==> src/rtl/ula_controlador_pkg.sv <==
// rtl/ula_controlador_pkg.sv - opcodes, FSM states and opcode check shared by the ALU controller
package ula_controlador_pkg;

  localparam logic [3:0] OP_SOMA  = 4'b0000;
  localparam logic [3:0] OP_SUB   = 4'b0001;
  localparam logic [3:0] OP_MULT  = 4'b0010;
  localparam logic [3:0] OP_QUOC  = 4'b0011;
  localparam logic [3:0] OP_RESTO = 4'b0100;
  localparam logic [3:0] OP_AND   = 4'b0110;
  localparam logic [3:0] OP_OR    = 4'b0111;
  localparam logic [3:0] OP_NAND  = 4'b1000;
  localparam logic [3:0] OP_NOR   = 4'b1001;
  localparam logic [3:0] OP_XOR   = 4'b1010;
  localparam logic [3:0] OP_NOT   = 4'b1011;

  typedef enum logic [1:0] {
    OCIOSO   = 2'd0,
    AGUARDA  = 2'd1,
    RESPOSTA = 2'd2
  } estado_t;

  function automatic logic op_valido(input logic [3:0] op);
    case (op)
      OP_SOMA, OP_SUB, OP_MULT, OP_QUOC, OP_RESTO,
      OP_AND, OP_OR, OP_NAND, OP_NOR, OP_XOR, OP_NOT: return 1'b1;
      default: return 1'b0;
    endcase
  endfunction

endpackage

==> src/rtl/ula_controlador.sv <==
// rtl/ula_controlador.sv - command/result controller that drives the 8-bit ALU and keeps an accumulator
module ula_controlador
  import ula_controlador_pkg::*;
#(
  parameter int LATENCIA  = 1,
  parameter int LARG_CONT = 16
) (
  input  logic                 clk,
  input  logic                 rst,
  input  logic                 cmd_valid,
  output logic                 cmd_ready,
  input  logic [3:0]           cmd_op,
  input  logic [7:0]           cmd_a,
  input  logic [7:0]           cmd_b,
  input  logic                 cmd_usa_acc,
  output logic [7:0]           ula_a,
  output logic [7:0]           ula_b,
  output logic [3:0]           ula_sel,
  input  logic [15:0]          ula_res,
  input  logic                 ula_maior,
  input  logic                 ula_menor,
  input  logic                 ula_igual,
  output logic                 res_valid,
  input  logic                 res_ready,
  output logic [15:0]          res_dado,
  output logic [2:0]           res_flags,
  output logic                 res_erro,
  output logic [7:0]           acc,
  output logic [LARG_CONT-1:0] num_ops
);

  localparam logic [3:0] CONT_INI = 4'(LATENCIA - 1);

  estado_t              estado_q, estado_d;
  logic [3:0]           cont_q, cont_d;
  logic [7:0]           ula_a_q, ula_a_d;
  logic [7:0]           ula_b_q, ula_b_d;
  logic [3:0]           ula_sel_q, ula_sel_d;
  logic [15:0]          res_dado_q, res_dado_d;
  logic [2:0]           res_flags_q, res_flags_d;
  logic                 res_erro_q, res_erro_d;
  logic [7:0]           acc_q, acc_d;
  logic [LARG_CONT-1:0] num_ops_q, num_ops_d;
  logic [7:0]           op_a;

  always_comb begin
    estado_d    = estado_q;
    cont_d      = cont_q;
    ula_a_d     = ula_a_q;
    ula_b_d     = ula_b_q;
    ula_sel_d   = ula_sel_q;
    res_dado_d  = res_dado_q;
    res_flags_d = res_flags_q;
    res_erro_d  = res_erro_q;
    acc_d       = acc_q;
    num_ops_d   = num_ops_q;
    op_a        = cmd_usa_acc ? acc_q : cmd_a;

    case (estado_q)
      OCIOSO: begin
        if (cmd_valid) begin
          // Rejected commands answer immediately and leave the ALU inputs untouched.
          if (!op_valido(cmd_op)) begin
            res_dado_d  = 16'h0000;
            res_flags_d = 3'b000;
            res_erro_d  = 1'b1;
            estado_d    = RESPOSTA;
          end else if ((cmd_op == OP_QUOC || cmd_op == OP_RESTO) && cmd_b == 8'd0) begin
            res_dado_d  = 16'hFFFF;
            res_flags_d = 3'b000;
            res_erro_d  = 1'b1;
            estado_d    = RESPOSTA;
          end else begin
            ula_a_d   = op_a;
            ula_b_d   = cmd_b;
            ula_sel_d = cmd_op;
            cont_d    = CONT_INI;
            estado_d  = AGUARDA;
          end
        end
      end
      AGUARDA: begin
        if (cont_q == 4'd0) begin
          res_dado_d  = ula_res;
          res_flags_d = {ula_maior, ula_menor, ula_igual};
          res_erro_d  = 1'b0;
          acc_d       = ula_res[7:0];
          estado_d    = RESPOSTA;
        end else begin
          cont_d = cont_q - 4'd1;
        end
      end
      RESPOSTA: begin
        if (res_ready) begin
          num_ops_d = num_ops_q + LARG_CONT'(1);
          estado_d  = OCIOSO;
        end
      end
      default: estado_d = OCIOSO;
    endcase
  end

  always_ff @(posedge clk) begin
    if (rst) begin
      estado_q    <= OCIOSO;
      cont_q      <= 4'd0;
      ula_a_q     <= 8'd0;
      ula_b_q     <= 8'd0;
      ula_sel_q   <= 4'd0;
      res_dado_q  <= 16'd0;
      res_flags_q <= 3'd0;
      res_erro_q  <= 1'b0;
      acc_q       <= 8'd0;
      num_ops_q   <= '0;
    end else begin
      estado_q    <= estado_d;
      cont_q      <= cont_d;
      ula_a_q     <= ula_a_d;
      ula_b_q     <= ula_b_d;
      ula_sel_q   <= ula_sel_d;
      res_dado_q  <= res_dado_d;
      res_flags_q <= res_flags_d;
      res_erro_q  <= res_erro_d;
      acc_q       <= acc_d;
      num_ops_q   <= num_ops_d;
    end
  end

  assign cmd_ready = (estado_q == OCIOSO);
  assign res_valid = (estado_q == RESPOSTA);
  assign ula_a     = ula_a_q;
  assign ula_b     = ula_b_q;
  assign ula_sel   = ula_sel_q;
  assign res_dado  = res_dado_q;
  assign res_flags = res_flags_q;
  assign res_erro  = res_erro_q;
  assign acc       = acc_q;
  assign num_ops   = num_ops_q;

endmodule

==> config.mk <==
export PLATFORM = sky130hd
export DESIGN_NAME = ula_controlador
export DESIGN_NICKNAME = d
export VERILOG_FILES = /design/src/rtl/ula_controlador_pkg.sv /design/src/rtl/ula_controlador.sv
export SDC_FILE = /design/constraint.sdc
export NUM_CORES = 1
export LEC_CHECK = 0
export ABC_AREA = 1
export CAP_MARGIN = 20
export CORE_MARGIN = 5
export CORE_UTILIZATION = 45
export CTS_CLUSTER_SIZE = 14
export DETAILED_ROUTE_END_ITERATION = 6
export GPL_ROUTABILITY_DRIVEN = 0
export PLACE_DENSITY = 0.88
export REMOVE_ABC_BUFFERS = 1
export SYNTH_ARGS = -nofsm -noshare
export SYNTH_HDL_FRONTEND = slang
export SYNTH_SLANG_ARGS = --single-unit
==> constraint.sdc <==
create_clock -name clk -period 2.2 [get_ports clk]
set_clock_uncertainty 0.2 [all_clocks]
set_input_delay 0.22 -clock clk [delete_from_list [all_inputs] [get_ports clk]]
set_output_delay 0.22 -clock clk [all_outputs]
set_load 0.02 [all_outputs]
==> metrics.md <==
| Metric | Value |
|---|---|
| Final hold violation count | `0` |
| Largest area contributor in the netlist | `dfxtp_1` |
| Post-route ant nets | `0` |
| Finished Cell Area | `between 4000 and 5000 um2` |
| DR pass1 iterations | `4` |
| Endpoint type of the worst setup path | `primary output` |
| Setup Buffers After CTS | `0` |
| Inserted Diodes | `0` |
| Via count of the first global-routing pass | `between 3000 and 4000` |
| DR iter-0 viols | `170` |
| Starting Density | `45.8%` |
| DP Worst Slack | `approximately 0.14 ns` |
| Fin nets | `between 600 and 700` |
| Clock Path Buffers | `2` |
| Post-synth ARST share | `0%` |
| R2R cell count | `7` |
| Core area | `7690 um2` |
| CTS root buffer | `clkbuf_8` |
| CTS buffer count | `9` |
| Final setup violation count | `0` |
| Crit path cell chain | `nor2_4 > clkdlybuf4s50_1` |
| Worst Path Arrival | `1.54 ns` |
| Peak VDD IR | `around 0.48 mV` |
| DP Wirelength | `roughly 7.0 mm` |
| CP Class | `reg2out` |
| Post-synthesis cell count | `518` |
| Number of fill cells | `between 600 and 700` |
| Top_reg_cell synth | `dfxtp_1` |
| Port bufs | `between 100 and 150` |
| Most numerous cell in the Yosys netlist | `nand2_1` |
| Status | `completed` |
| PwrDens | `roughly 780 nW/um2` |
| Post-layout minimum cycle time | `~2.0 ns` |
| CTS H-tree depth | `3` |
| Hold path cells | `2` |
| Max FO, Critical Path | `5` |
| Ys Warns | `0` |
| Insertion delay to the later sink of the worst-skew pair | `~0.34 ns` |
| Unrepaired setup endpoints after global routing | `no` |
| CP peak stage delay | `0.64 ns` |
| Final setup margin | `0.236 ns` |
| Die height | `a little under 100 um` |
| Final Total Pwr | `about 0.004 W` |
| Crit path max-delay cell type | `clkdlybuf4s50_1` |
| Final WL | `9.48 mm` |
| Worst setup SP type | `flop` |
| DIE AREA | `9700 um2` |
| Layout cells sized above 1 | `8.24%` |
| Syn Area/Cell | `between 6 and 7 um2` |
| Clk sinks | `70` |
| Pins Over Slew Limit | `0` |
| Post-synth EDFFs | `0` |
| First-pass GRT wire length | `approximately 16 mm` |
| P&R area growth vs syn | `41.7%` |
| Tot GR Track Use | `20.0%` |
| Period utilization | `89.3%` |
| Total vias in the final route | `about 3600` |
| Yosys reg bits | `70` |
| Critical path depth | `2` |
| Critical path data required time | `around 1.8 ns` |
| Relative slew slack | `just under 70%` |
| Synth top area share | `around two fifths` |
| Leak pwr | `between 2 and 2.5 nW` |
| Delay-heaviest family, CP | `buffers and inverters` |
| GRT overflow | `0` |
| Placed inst area | `4770 um2` |
| Synth cell count leaders | `nand2_1 (119), nor2_1 (101), dfxtp_1 (70)` |
| CTS tree | `built` |
| Synth unique cells | `30` |
| Max-cap violation count | `0` |
| Vias per cell | `between 4 and 5` |
| Post-route DRC violation count | `0` |
| Worst min path class | `reg2reg` |
| CP bufs+invs | `1` |
| Synth Cell Area | `3520 um2` |
| Clock transition at path regs | `about 0.070 ns` |
| Die width | `98.5 um` |
| Top cells by area, synth | `dfxtp_1 (40%), nand2_1 (13%), nor2_1 (11%), inv_1 (6.0%), nand3_1 (5.3%)` |
| WL/cell | `roughly 13 um` |
| Largest net degree at the start of global routing | `40` |
| Fmax | `approximately 500 MHz` |
| Seq/Total Area, Yosys | `39.8%` |
| Sum Neg Setup Slack | `0 ns` |
| Cell Rows | `32` |
| Initial antenna violation count | `0` |
| Ports | `between 100 and 150` |
| Worst Max-Slew Pin Slew | `~0.46 ns` |
-- metal layers --
layer,vias to the layer above,GRT usage (%),wire length [um]
met5,-,0,0
met4,0,8.61,178
met3,20,5.24,652
met2,112,32.6,4400
met1,1619,25.0,4250
li1,1845,-,-
-- metrics by stage --
stage / hold slack (ns) / std cells / utilization (%)
after global placement: 0.233 / 717 / 62.1
after global routing: 0.305 / 733 / 65.0
final: 0.258 / 733 / 65.0
after floorplan: 0.0891 / 494 / -
after detailed placement: 0.246 / 717 / 62.1
after CTS: 0.256 / 733 / 65.0
-- cell families after synthesis --
| family | Yosys count | share of synthesized area, % |
|---|---|---|
| AOI/OAI and AO/OA | 73 | 13.3 |
| xor gates and xnor gates | 1 | 0.249 |
| adders and majority gates | 3 | 1.07 |
| buffers and inverters | 82 | 9.76 |
| DFF | 70 | 39.8 |
| muxes | 8 | 2.27 |
| and+or+nand+nor | 281 | 33.5 |
-- what timing repair did --
action / CTS / global route
hold buffers: 0 / 0
resized for setup: 1 / 0
endpoints found under the setup margin: 1 / 0
-- path summary, 6_finish.rpt --
path	start	to	slack, ns
setup / recovery	estado_q[1]$_SDFFE_PP0P_	cmd_ready	0.24
hold / removal	res_erro$_SDFFE_PP0P_	res_erro$_SDFFE_PP0P_	0.26
setup reg to reg	estado_q[1]$_SDFFE_PP0P_	num_ops[14]$_SDFFE_PP0P_	0.33
hold reg to reg	res_erro$_SDFFE_PP0P_	res_erro$_SDFFE_PP0P_	0.26
-- worst min-delay path, stage by stage (launching register included) --
cell and delay [ns]:
dfxtp_1 0.32, inv_1 0.05, a21oi_1 0.06
-- power breakdown --
part           switching, W  internal (W)
sequential         0.000100       0.00141
combinational      0.000680      0.000571
clock              0.000499      0.000647
-- flip-flops by register name, indices dropped and copies added, names as in the netlist --
name and count:
num_ops 16, res_dado 16, ula_b 8, cont_q 4
ula_sel 4, ula_a 8, estado_q 2, res_flags 3
acc 8, res_erro 1
-- area by class of cell --
class,count,area (um2),share of cell area (%)
timing repair buffer,121,1240,24.9
sequential,70,1400,28.1
tap,102,128,2.56
inverter,58,218,4.36
clock buffer,10,128,2.56
clock inverter,6,93.8,1.88
multi-input combinational,366,1780,35.7
-- placed cells by master, fill, tap and decap left out, types with 2 or more instances in the layout --
cell	instances
buf_4	7
mux2i_1	8
o21ai_0	15
nand2_1	119
a21boi_0	16
nor2_1	101
dfxtp_1	70
a21oi_1	25
nand3_1	37
nor3b_1	2
bufinv_16	2
nand4_1	11
clkdlybuf4s50_1	108
or2_2	2
nand2_2	2
a21oi_2	11
ha_1	3
nor2_4	4
inv_2	2
clkinv_4	2
o21a_1	2
clkbuf_8	9
nor2_2	2
buf_12	5
inv_1	56
No activity file was read; power rests on OpenSTA's default activity.
